**config.mk**
```make
export PLATFORM = sky130hd
export DESIGN_NAME = conv_window_gen
export DESIGN_NICKNAME = d
export VERILOG_FILES = /design/src/rtl/conv_window_gen.sv
export SDC_FILE = /design/constraint.sdc
export NUM_CORES = 1
export LEC_CHECK = 0
export BUFFER_PORTS_ARGS = -buffer_cell sky130_fd_sc_hd__buf_2
export CAP_MARGIN = 20
export CORE_MARGIN = 8
export CORE_UTILIZATION = 40
export CTS_CLUSTER_DIAMETER = 120
export DETAILED_ROUTE_END_ITERATION = 8
export PLACE_DENSITY = 0.6
export REMOVE_ABC_BUFFERS = 1
export SYNTH_ARGS = -nofsm -noshare
export SYNTH_HDL_FRONTEND = slang
export SYNTH_SLANG_ARGS = --single-unit
```
**constraint.sdc**
```tcl
create_clock -name clk -period 9 [get_ports clk]
set_clock_uncertainty 0.15 [all_clocks]
set_input_delay 0.45 -clock clk [delete_from_list [all_inputs] [get_ports clk]]
set_output_delay 0.45 -clock clk [all_outputs]
set_load 0.03 [all_outputs]
```
**src/rtl/conv_window_gen.sv**
```systemverilog
// 5x5 sliding-window generator: raster pixels in, one registered 5x5 window per valid position out.
// Optional macro CONV_WINDOW_GEN_WINCNT_EN adds the win_cnt handshake counter output.
module conv_window_gen #(
    parameter int IMG_W = 32,
    parameter int IMG_H = 32
) (
    input  logic         clk,
    input  logic         rst,
    input  logic         start,
    input  logic [7:0]   pix_in,
    input  logic         pix_valid,
    output logic         pix_ready,
    output logic [199:0] win_out,
    output logic         win_valid,
    input  logic         win_ready,
    output logic         win_last,
    output logic         busy,
`ifdef CONV_WINDOW_GEN_WINCNT_EN
    output logic [15:0]  win_cnt,
`endif
    output logic         done
);
    localparam int CW = $clog2(IMG_W);
    localparam int RW = $clog2(IMG_H);
    localparam logic [CW-1:0] COL_LAST = CW'(IMG_W - 1);
    localparam logic [RW-1:0] ROW_LAST = RW'(IMG_H - 1);
    localparam logic [CW-1:0] COL_WIN  = CW'(4);
    localparam logic [RW-1:0] ROW_WIN  = RW'(4);

    typedef enum logic [1:0] {IDLE, RUN, DRAIN} state_t;

    state_t        state, state_nx;
    logic [CW-1:0] col;
    logic [RW-1:0] row;
    logic          acc, win_hs, win_load, last_pix;
    logic [7:0]    lb [4][IMG_W];
    logic [7:0]    col_new [5];
    logic [7:0]    shift_p0 [5][5];

    assign pix_ready = (state == RUN) && (!win_valid || win_ready);
    assign busy      = (state != IDLE);
    assign acc       = pix_valid && pix_ready;
    assign win_hs    = win_valid && win_ready;
    assign win_load  = acc && (row >= ROW_WIN) && (col >= COL_WIN);
    assign last_pix  = acc && (row == ROW_LAST) && (col == COL_LAST);

    always_ff @(posedge clk or posedge rst) begin
        if (rst) state <= IDLE;
        else     state <= state_nx;
    end

    always_comb begin
        state_nx = state;
        case (state)
            IDLE:    if (start) state_nx = RUN;
            RUN:     if (last_pix) state_nx = DRAIN;
            DRAIN:   if (win_hs && win_last) state_nx = IDLE;
            default: state_nx = IDLE;
        endcase
    end

    always_ff @(posedge clk or posedge rst) begin
        if (rst) begin
            col <= '0;
            row <= '0;
        end else if (state == IDLE && start) begin
            col <= '0;
            row <= '0;
        end else if (acc) begin
            if (col == COL_LAST) begin
                col <= '0;
                row <= row + RW'(1);
            end else begin
                col <= col + CW'(1);
            end
        end
    end

    // Line buffers hold rows r-1..r-4 at the current column; a pixel pushes the column down one row.
    always_ff @(posedge clk) begin
        if (acc) begin
            lb[0][col] <= pix_in;
            for (int k = 1; k < 4; k++) lb[k][col] <= lb[k-1][col];
        end
    end

    always_comb begin
        col_new[4] = pix_in;
        for (int k = 0; k < 4; k++) col_new[3-k] = lb[k][col];
    end

    // Stage p0: the shift array is the registered window itself; it only moves on a pixel accept,
    // and pixels are refused while a window is stalled, so win_out holds under backpressure.
    always_ff @(posedge clk or posedge rst) begin
        if (rst) begin
            for (int r = 0; r < 5; r++)
                for (int c = 0; c < 5; c++) shift_p0[r][c] <= '0;
        end else if (acc) begin
            for (int r = 0; r < 5; r++) begin
                for (int c = 0; c < 4; c++) shift_p0[r][c] <= shift_p0[r][c+1];
                shift_p0[r][4] <= col_new[r];
            end
        end
    end

    always_comb begin
        win_out = '0;
        for (int r = 0; r < 5; r++)
            for (int c = 0; c < 5; c++) win_out[8*(5*r+c) +: 8] = shift_p0[r][c];
    end

    always_ff @(posedge clk or posedge rst) begin
        if (rst) begin
            win_valid <= 1'b0;
            win_last  <= 1'b0;
            done      <= 1'b0;
        end else begin
            done <= (state == DRAIN) && win_hs && win_last;
            if (win_load) begin
                win_valid <= 1'b1;
                win_last  <= last_pix;
            end else if (win_hs) begin
                win_valid <= 1'b0;
                win_last  <= 1'b0;
            end
        end
    end

`ifdef CONV_WINDOW_GEN_WINCNT_EN
    always_ff @(posedge clk or posedge rst) begin
        if (rst)                        win_cnt <= '0;
        else if (state == IDLE && start) win_cnt <= '0;
        else if (win_hs)                win_cnt <= win_cnt + 16'd1;
    end
`endif

endmodule

```
==> flow_metrics.tcl, run 1 <==
set metrics [dict create \
    status "finished, final reports clean" \
    slew_violations 0 \
    grt_pass1_wl_um 181000 \
    cp.required_ns 9.23 \
    core_area_um2 118000 \
    final_common_cell "edfxtp_1" \
    io_pins 218 \
    finalNonFillerCells 4871 \
    ys_ff_latch 1239 \
    worstPathMaxFanout 84 \
    async_flop_share_pct 17.4 \
    p_comb_share_pct 27.5 \
    gp_congestion 0.754 \
    dp_cells 4617 \
    wl_per_cell_um 25.2 \
    synth_ff_type "edfxtp_1" \
    netlist_instances 2948 \
    arrival_ns 4.94 \
    cts_sinks 1239 \
    r2r_slack_ns 4.30 \
    viasPerCell 5.43 \
    min_period_ns 4.70 \
    drive_above_1_share_pct 17.3 \
    timing.fmax_mhz 213 \
    cts_root_buf "clkbuf_16" \
    area_growth_pct 16.4 \
    port_buffers 217 \
    endpoint "lb[3][62]" \
    grt_max_degree 127 \
    syn_area_per_cell_um2 16.1 \
    peakVddDrop_uv 224 \
    hold_viol 0 \
    ant_nets 0 \
    insertion_delay_ns 0.74 \
    ys.warnings.count 0 \
    start_util_pct 40.2 \
    overflow 0 \
    htreeDepth 4 \
    placed_cell_area_um2 50500 \
    p_switching_uw 6380 \
    cts_tree "done" \
    reg2reg_to "lb[3][62]" \
    vias 26444 \
    leakage_uw 0.0205 \
    grt_pass1_vias 26323 \
    total_power_uw 19200 \
    cts_setup_buffers 0 \
    tightest_slew_ns 1.11 \
    finalCritPeriodShare_pct 52.3 \
    clock_path_buffers 3 \
    ctsResizeCount 0 \
    fin_util_pct 46.8 \
    rsz0062_at_grt "false" \
    synth_edf_count 1024 \
    final_cell_mix "edfxtp_1, nand2_1, mux2i_1, buf_2, o22ai_1" \
    seq_area_frac_synth_pct 76.3 \
    critPathKind "reg -> reg" \
    die_area_um2 130000 \
    netlist_area_um2 47300 \
    slew-limit-headroom_pct 26.0 \
    row_count 126 \
    power_density_nw_per_um2 348 \
    regToRegStartpoint "win_valid" \
    setup_tns_ns 0 \
    startpoint "win_valid" \
    routed_wl_um 123000 \
    die_w_um 360 \
    ff2ff_path_depth 6 \
    drcViolationCount 0 \
    firstDrtPassIters 6 \
    drt-initial-drc-count 2795 \
    internal-power_uw 12800 \
    cts.reportedPaths.clkPinSlew_ns 0.06 \
    antenna_found_initial 0 \
    maxCapViolCount 0 \
    yosysUniqueCellTypes 51 \
    dp_hpwl_um 69100 \
    power_frac_seq_pct 43.9 \
    die_h_um 360 \
    final_cell_area_um2 55100 \
    swShare_pct 33.3 \
    start_kind "flop" \
    track_usage_pct 18.6 \
    endpoint_kind "flop" \
    p_clk_share_pct 28.6 \
    num-fill-cells 9994 \
    hold_path_class "in -> reg" \
    numCtsBuffers 134 \
    finalSetupViolCount 0 \
    fin_nets 3248 \
]
-- repair_timing --
action | 4_1_cts | 5_1_grt
hold buffers | 3 | 0
endpoints found under the setup margin | 0 | 0
hold endpoints to repair | 94 | 0
-- flip-flops by register name, indices dropped and copies added (netlist names) --
name,flops
col,5
win_out,200
done,1
lb,1024
state,2
row,5
win_last,1
win_valid,1
-- critical path, cell delays in order (launching register included) --
cell      delay, ns
dfrtp_1        0.40
nand2b_1       0.14
and4b_4        0.69
buf_4          0.87
nand2_1        0.73
nor2_4         0.83
buf_4          0.49
-- cells in the mapped netlist (all sizes together) (8+ instances only) --
library cell / n / share of area (%)
inv: 10 / 0.079
edfxtp: 1024 / 65
nor2: 83 / 0.66
o21ai: 14 / 0.15
o22ai: 215 / 2.8
a31oi: 33 / 0.44
buf: 99 / 1.3
nor4: 51 / 0.67
nand3: 12 / 0.13
ha: 8 / 0.21
mux4: 27 / 1.3
clkbuf: 60 / 0.48
nand2: 550 / 4.4
a21oi: 17 / 0.18
mux2i: 455 / 9.6
dfrtp: 215 / 11
-- cells by family after synthesis --
family,Yosys count,share of synthesized area (%)
and+or+nand+nor,751,6.71
xor gates and xnor gates,2,0.0370
DFF,1239,76.3
muxes,482,10.9
buffers and inverters,171,1.87
adders and majority gates,8,0.211
AOI/OAI and AO/OA,295,3.90
-- through the flow --
step / hold slack [ns] / setup WS [ns]
floorplan: 0.306 / -9.02
global placement: 0.302 / 4.09
detailed placement: 0.307 / 3.93
CTS: 0.0130 / 4.13
global route: 0.0687 / 4.07
finish: 0.0549 / 4.30
-- metal layers --
layer / vias to the layer above / GRT usage (%) / part of all wire, %
met5: - / 0 / 0
met4: 0 / 5.47 / 2.4
met3: 195 / 3.17 / 6.6
met2: 977 / 30.4 / 48
met1: 13504 / 25.6 / 43
li1: 11768 / - / -
-- cell type report --
| class | count | area [um^2] | share of cell area [%] |
|---|---|---|---|
| flip-flops and latches | 1239 | 36100 | 65.6 |
| multi-input cells | 1538 | 10600 | 19.2 |
| clock buffers | 161 | 3530 | 6.40 |
| repair buffers | 304 | 2000 | 3.63 |
| well taps | 1536 | 1920 | 3.49 |
| clock inverters | 82 | 871 | 1.58 |
| inverters | 10 | 45.0 | 0.0818 |
| diodes | 1 | 2.50 | 0.00454 |
-- how the worst min path moves through the flow --
| stage | startpoint | end | depth (start not counted) |
|---|---|---|---|
| 2_1_floorplan | state[1] | state[0] | 1 |
| 3_3_place_gp | win_out[83] | win_out[83] | 2 |
| 3_5_place_dp | win_out[80] | win_out[80] | 2 |
| 4_1_cts | pix_in[7] | win_out[199] | 3 |
| 5_1_grt | pix_in[7] | win_out[199] | 3 |
| 6_report | pix_in[1] | win_out[193] | 3 |
-- power by group through the flow --
stage | clock, uW | sequential, uW | combinational, uW
2_1_floorplan | 0 | 9230 | 3120
5_1_grt | 5800 | 8500 | 5630
3_5_place_dp | 0 | 8580 | 5070
4_1_cts | 5590 | 8470 | 5080
3_3_place_gp | 0 | 8570 | 4960
6_report | 5470 | 8420 | 5270
Note: power is estimated with default switching activity, not from simulation.
==> run 2: changes to the inputs <==
==> constraint.sdc (replaced) <==
create_clock -name clk -period 4.33 [get_ports clk]
set_clock_uncertainty 0.15 [all_clocks]
set_input_delay 0.2165 -clock clk [delete_from_list [all_inputs] [get_ports clk]]
set_output_delay 0.2165 -clock clk [all_outputs]
set_load 0.03 [all_outputs]
==> run 2 against run 1 <==
Net effect:
- setup slack got worse by 3.4 ns
- routed wire length increased by 3.5%
- hold slack improved by 0.099 ns
- sequential power is 110% higher
- utilization is 0.30 points higher
- critical path depth is the same
- power is 100% higher
- via count grew 1.1%
- largest power group unchanged
==> flow_metrics.tcl, run 2 (synthesis gave the netlist of run 1 again) <==
set metrics [dict create \
    status "finished, final reports clean" \
    cp_common_cell "buf_4" \
    die_w_um 360 \
    leakage_uw 0.0207 \
    finalSetupViolCount 0 \
    largest_reg_flops 1024 \
    firstDrtPassIters 6 \
    dp_hpwl_um 69300 \
    setup_tns_ns 0 \
    wl_per_cell_um 25.9 \
    start_util_pct 40.2 \
    grt_max_degree 103 \
    slowest_stage "nand4bb_2" \
    path_cells "nand4bb_2, buf_4, o22ai_1, nor4_1, nand2_1, buf_4" \
    maxCapViolCount 0 \
    slew_violations 0 \
    antenna_found_initial 0 \
    cts_root_buf "clkbuf_16" \
    fin_nets 3291 \
    drive_above_1_share_pct 17.7 \
    total_power_uw 39100 \
    area_growth_pct 17.1 \
    min_period_ns 3.39 \
    endpoint_kind "flop" \
    row_count 126 \
    grt_pass1_wl_um 183000 \
    peakVddDrop_uv 535 \
    cts_tree "done" \
    viasPerCell 5.44 \
    ctsResizeCount 0 \
    regArea_um2 36100 \
    arrival_ns 3.76 \
    critPathKind "reg -> reg" \
    gp_congestion 0.784 \
    track_usage_pct 19.0 \
    start_kind "flop" \
    diodes 0 \
    die_area_um2 130000 \
    num-fill-cells 10012 \
    htreeDepth 4 \
    power_density_nw_per_um2 705 \
    cts.reportedPaths.clkPinSlew_ns 0.06 \
    numCtsBuffers 134 \
    core_area_um2 118000 \
    grt_pass1_vias 26072 \
    overflow 0 \
    final_cell_mix "edfxtp_1, nand2_1, mux2i_1, buf_2, o22ai_1" \
    hold_path_class "in -> reg" \
    critPathMaxStageDelay_ns 1.02 \
    clock_path_buffers 3 \
    fin_util_pct 47.1 \
    vias 26740 \
    cp.required_ns 4.70 \
    final_common_cell "edfxtp_1" \
    drt-initial-drc-count 2827 \
    slew-limit-headroom_pct 27.0 \
    port_buffers 217 \
    tightest_slew_ns 1.09 \
    rsz0062_at_grt "false" \
    routed_wl_um 127000 \
    r2r_slack_ns 0.94 \
    cts_sinks 1239 \
    worstPathMaxFanout 32 \
    finalCritPeriodShare_pct 78.3 \
    drcViolationCount 0 \
    largest-register "lb" \
    io_pins 218 \
    ant_nets 0 \
    insertion_delay_ns 0.73 \
    die_h_um 360 \
    multiInputGateArea_um2 10600 \
    timing.hold.ws_ns 0.154 \
    timing.fmax_mhz 295 \
    hold_viol 0 \
]
## run 2: changes by cell type in the layout (fill, tap and decap cells not counted), sizes merged
| cell | previous run | this run |
|---|---|---|
| buf | 301 | 334 |
| clkbuf | 161 | 189 |
| clkinvlp | 3 | 5 |
| inv | 20 | 19 |
| clkinv | 57 | 36 |
| bufinv | 12 | 5 |
| diode | 1 | 0 |
| dlygate4sd3 | 3 | 13 |
## run 2: stage by stage
stage / std cells / worst slack, ns / instance area, um^2
after floorplan: 2787 / -13.69 / 46500
after global placement: 4657 / 0.993 / 51000
after detailed placement: 4657 / 0.926 / 51000
after CTS: 4914 / 0.897 / 55400
after global routing: 4914 / 0.823 / 55400
final: 4914 / 0.939 / 55400
## run 2: repair_timing
action	4_1_cts	5_1_grt
hold endpoints to repair	374	0
hold buffers	13	0
setup endpoints to repair	0	0
setup buffers	0	0
## run 2: final cells by class
cell class / instances / share of cell area (%)
flip-flops and latches: 1239 / 65.2
multi-input cells: 1538 / 19.1
clock buffers: 189 / 6.85
repair buffers: 347 / 4.46
well taps: 1536 / 3.47
clock inverters: 55 / 0.867
inverters: 10 / 0.0812
## run 2: metal layers
layer / share of wire (%) / global-route usage, % / vias up / routed length (um)
met3: 7.1 / 3.95 / 225 / 8990
met5: 0 / 0 / - / 0
met2: 49 / 31.5 / 1023 / 62000
li1: - / - / 11860 / -
met4: 2.8 / 6.07 / 0 / 3580
met1: 41 / 25.2 / 13632 / 52600
## run 2: critical path: cells and delay by family, from the launching register on
family | cells | cell delay (ns)
buf+inv | 2 | 0.91
flops | 1 | 0.55
simple gates | 3 | 1.36
compound gates | 1 | 0.19
## run 2: final timing paths
kind                              start            to  cells past startpoint
setup / recovery                 col[0]     lb[1][37]                      6
hold / removal                    start      state[0]                      4
setup reg to reg                 col[0]     lb[1][37]                      6
hold reg to reg            win_out[124]  win_out[124]                      2
max in group asynchronous           rst  win_out[109]                      5
min in group asynchronous           rst   win_out[74]                      4
## run 2: where the power goes
part / switching [uW] / leakage [uW] / internal (uW)
registers: 757 / 0.0119 / 16700
logic: 7440 / 0.00665 / 3120
clock network: 4610 / 0.00209 / 6460
total: 12800 / 0.0207 / 26300
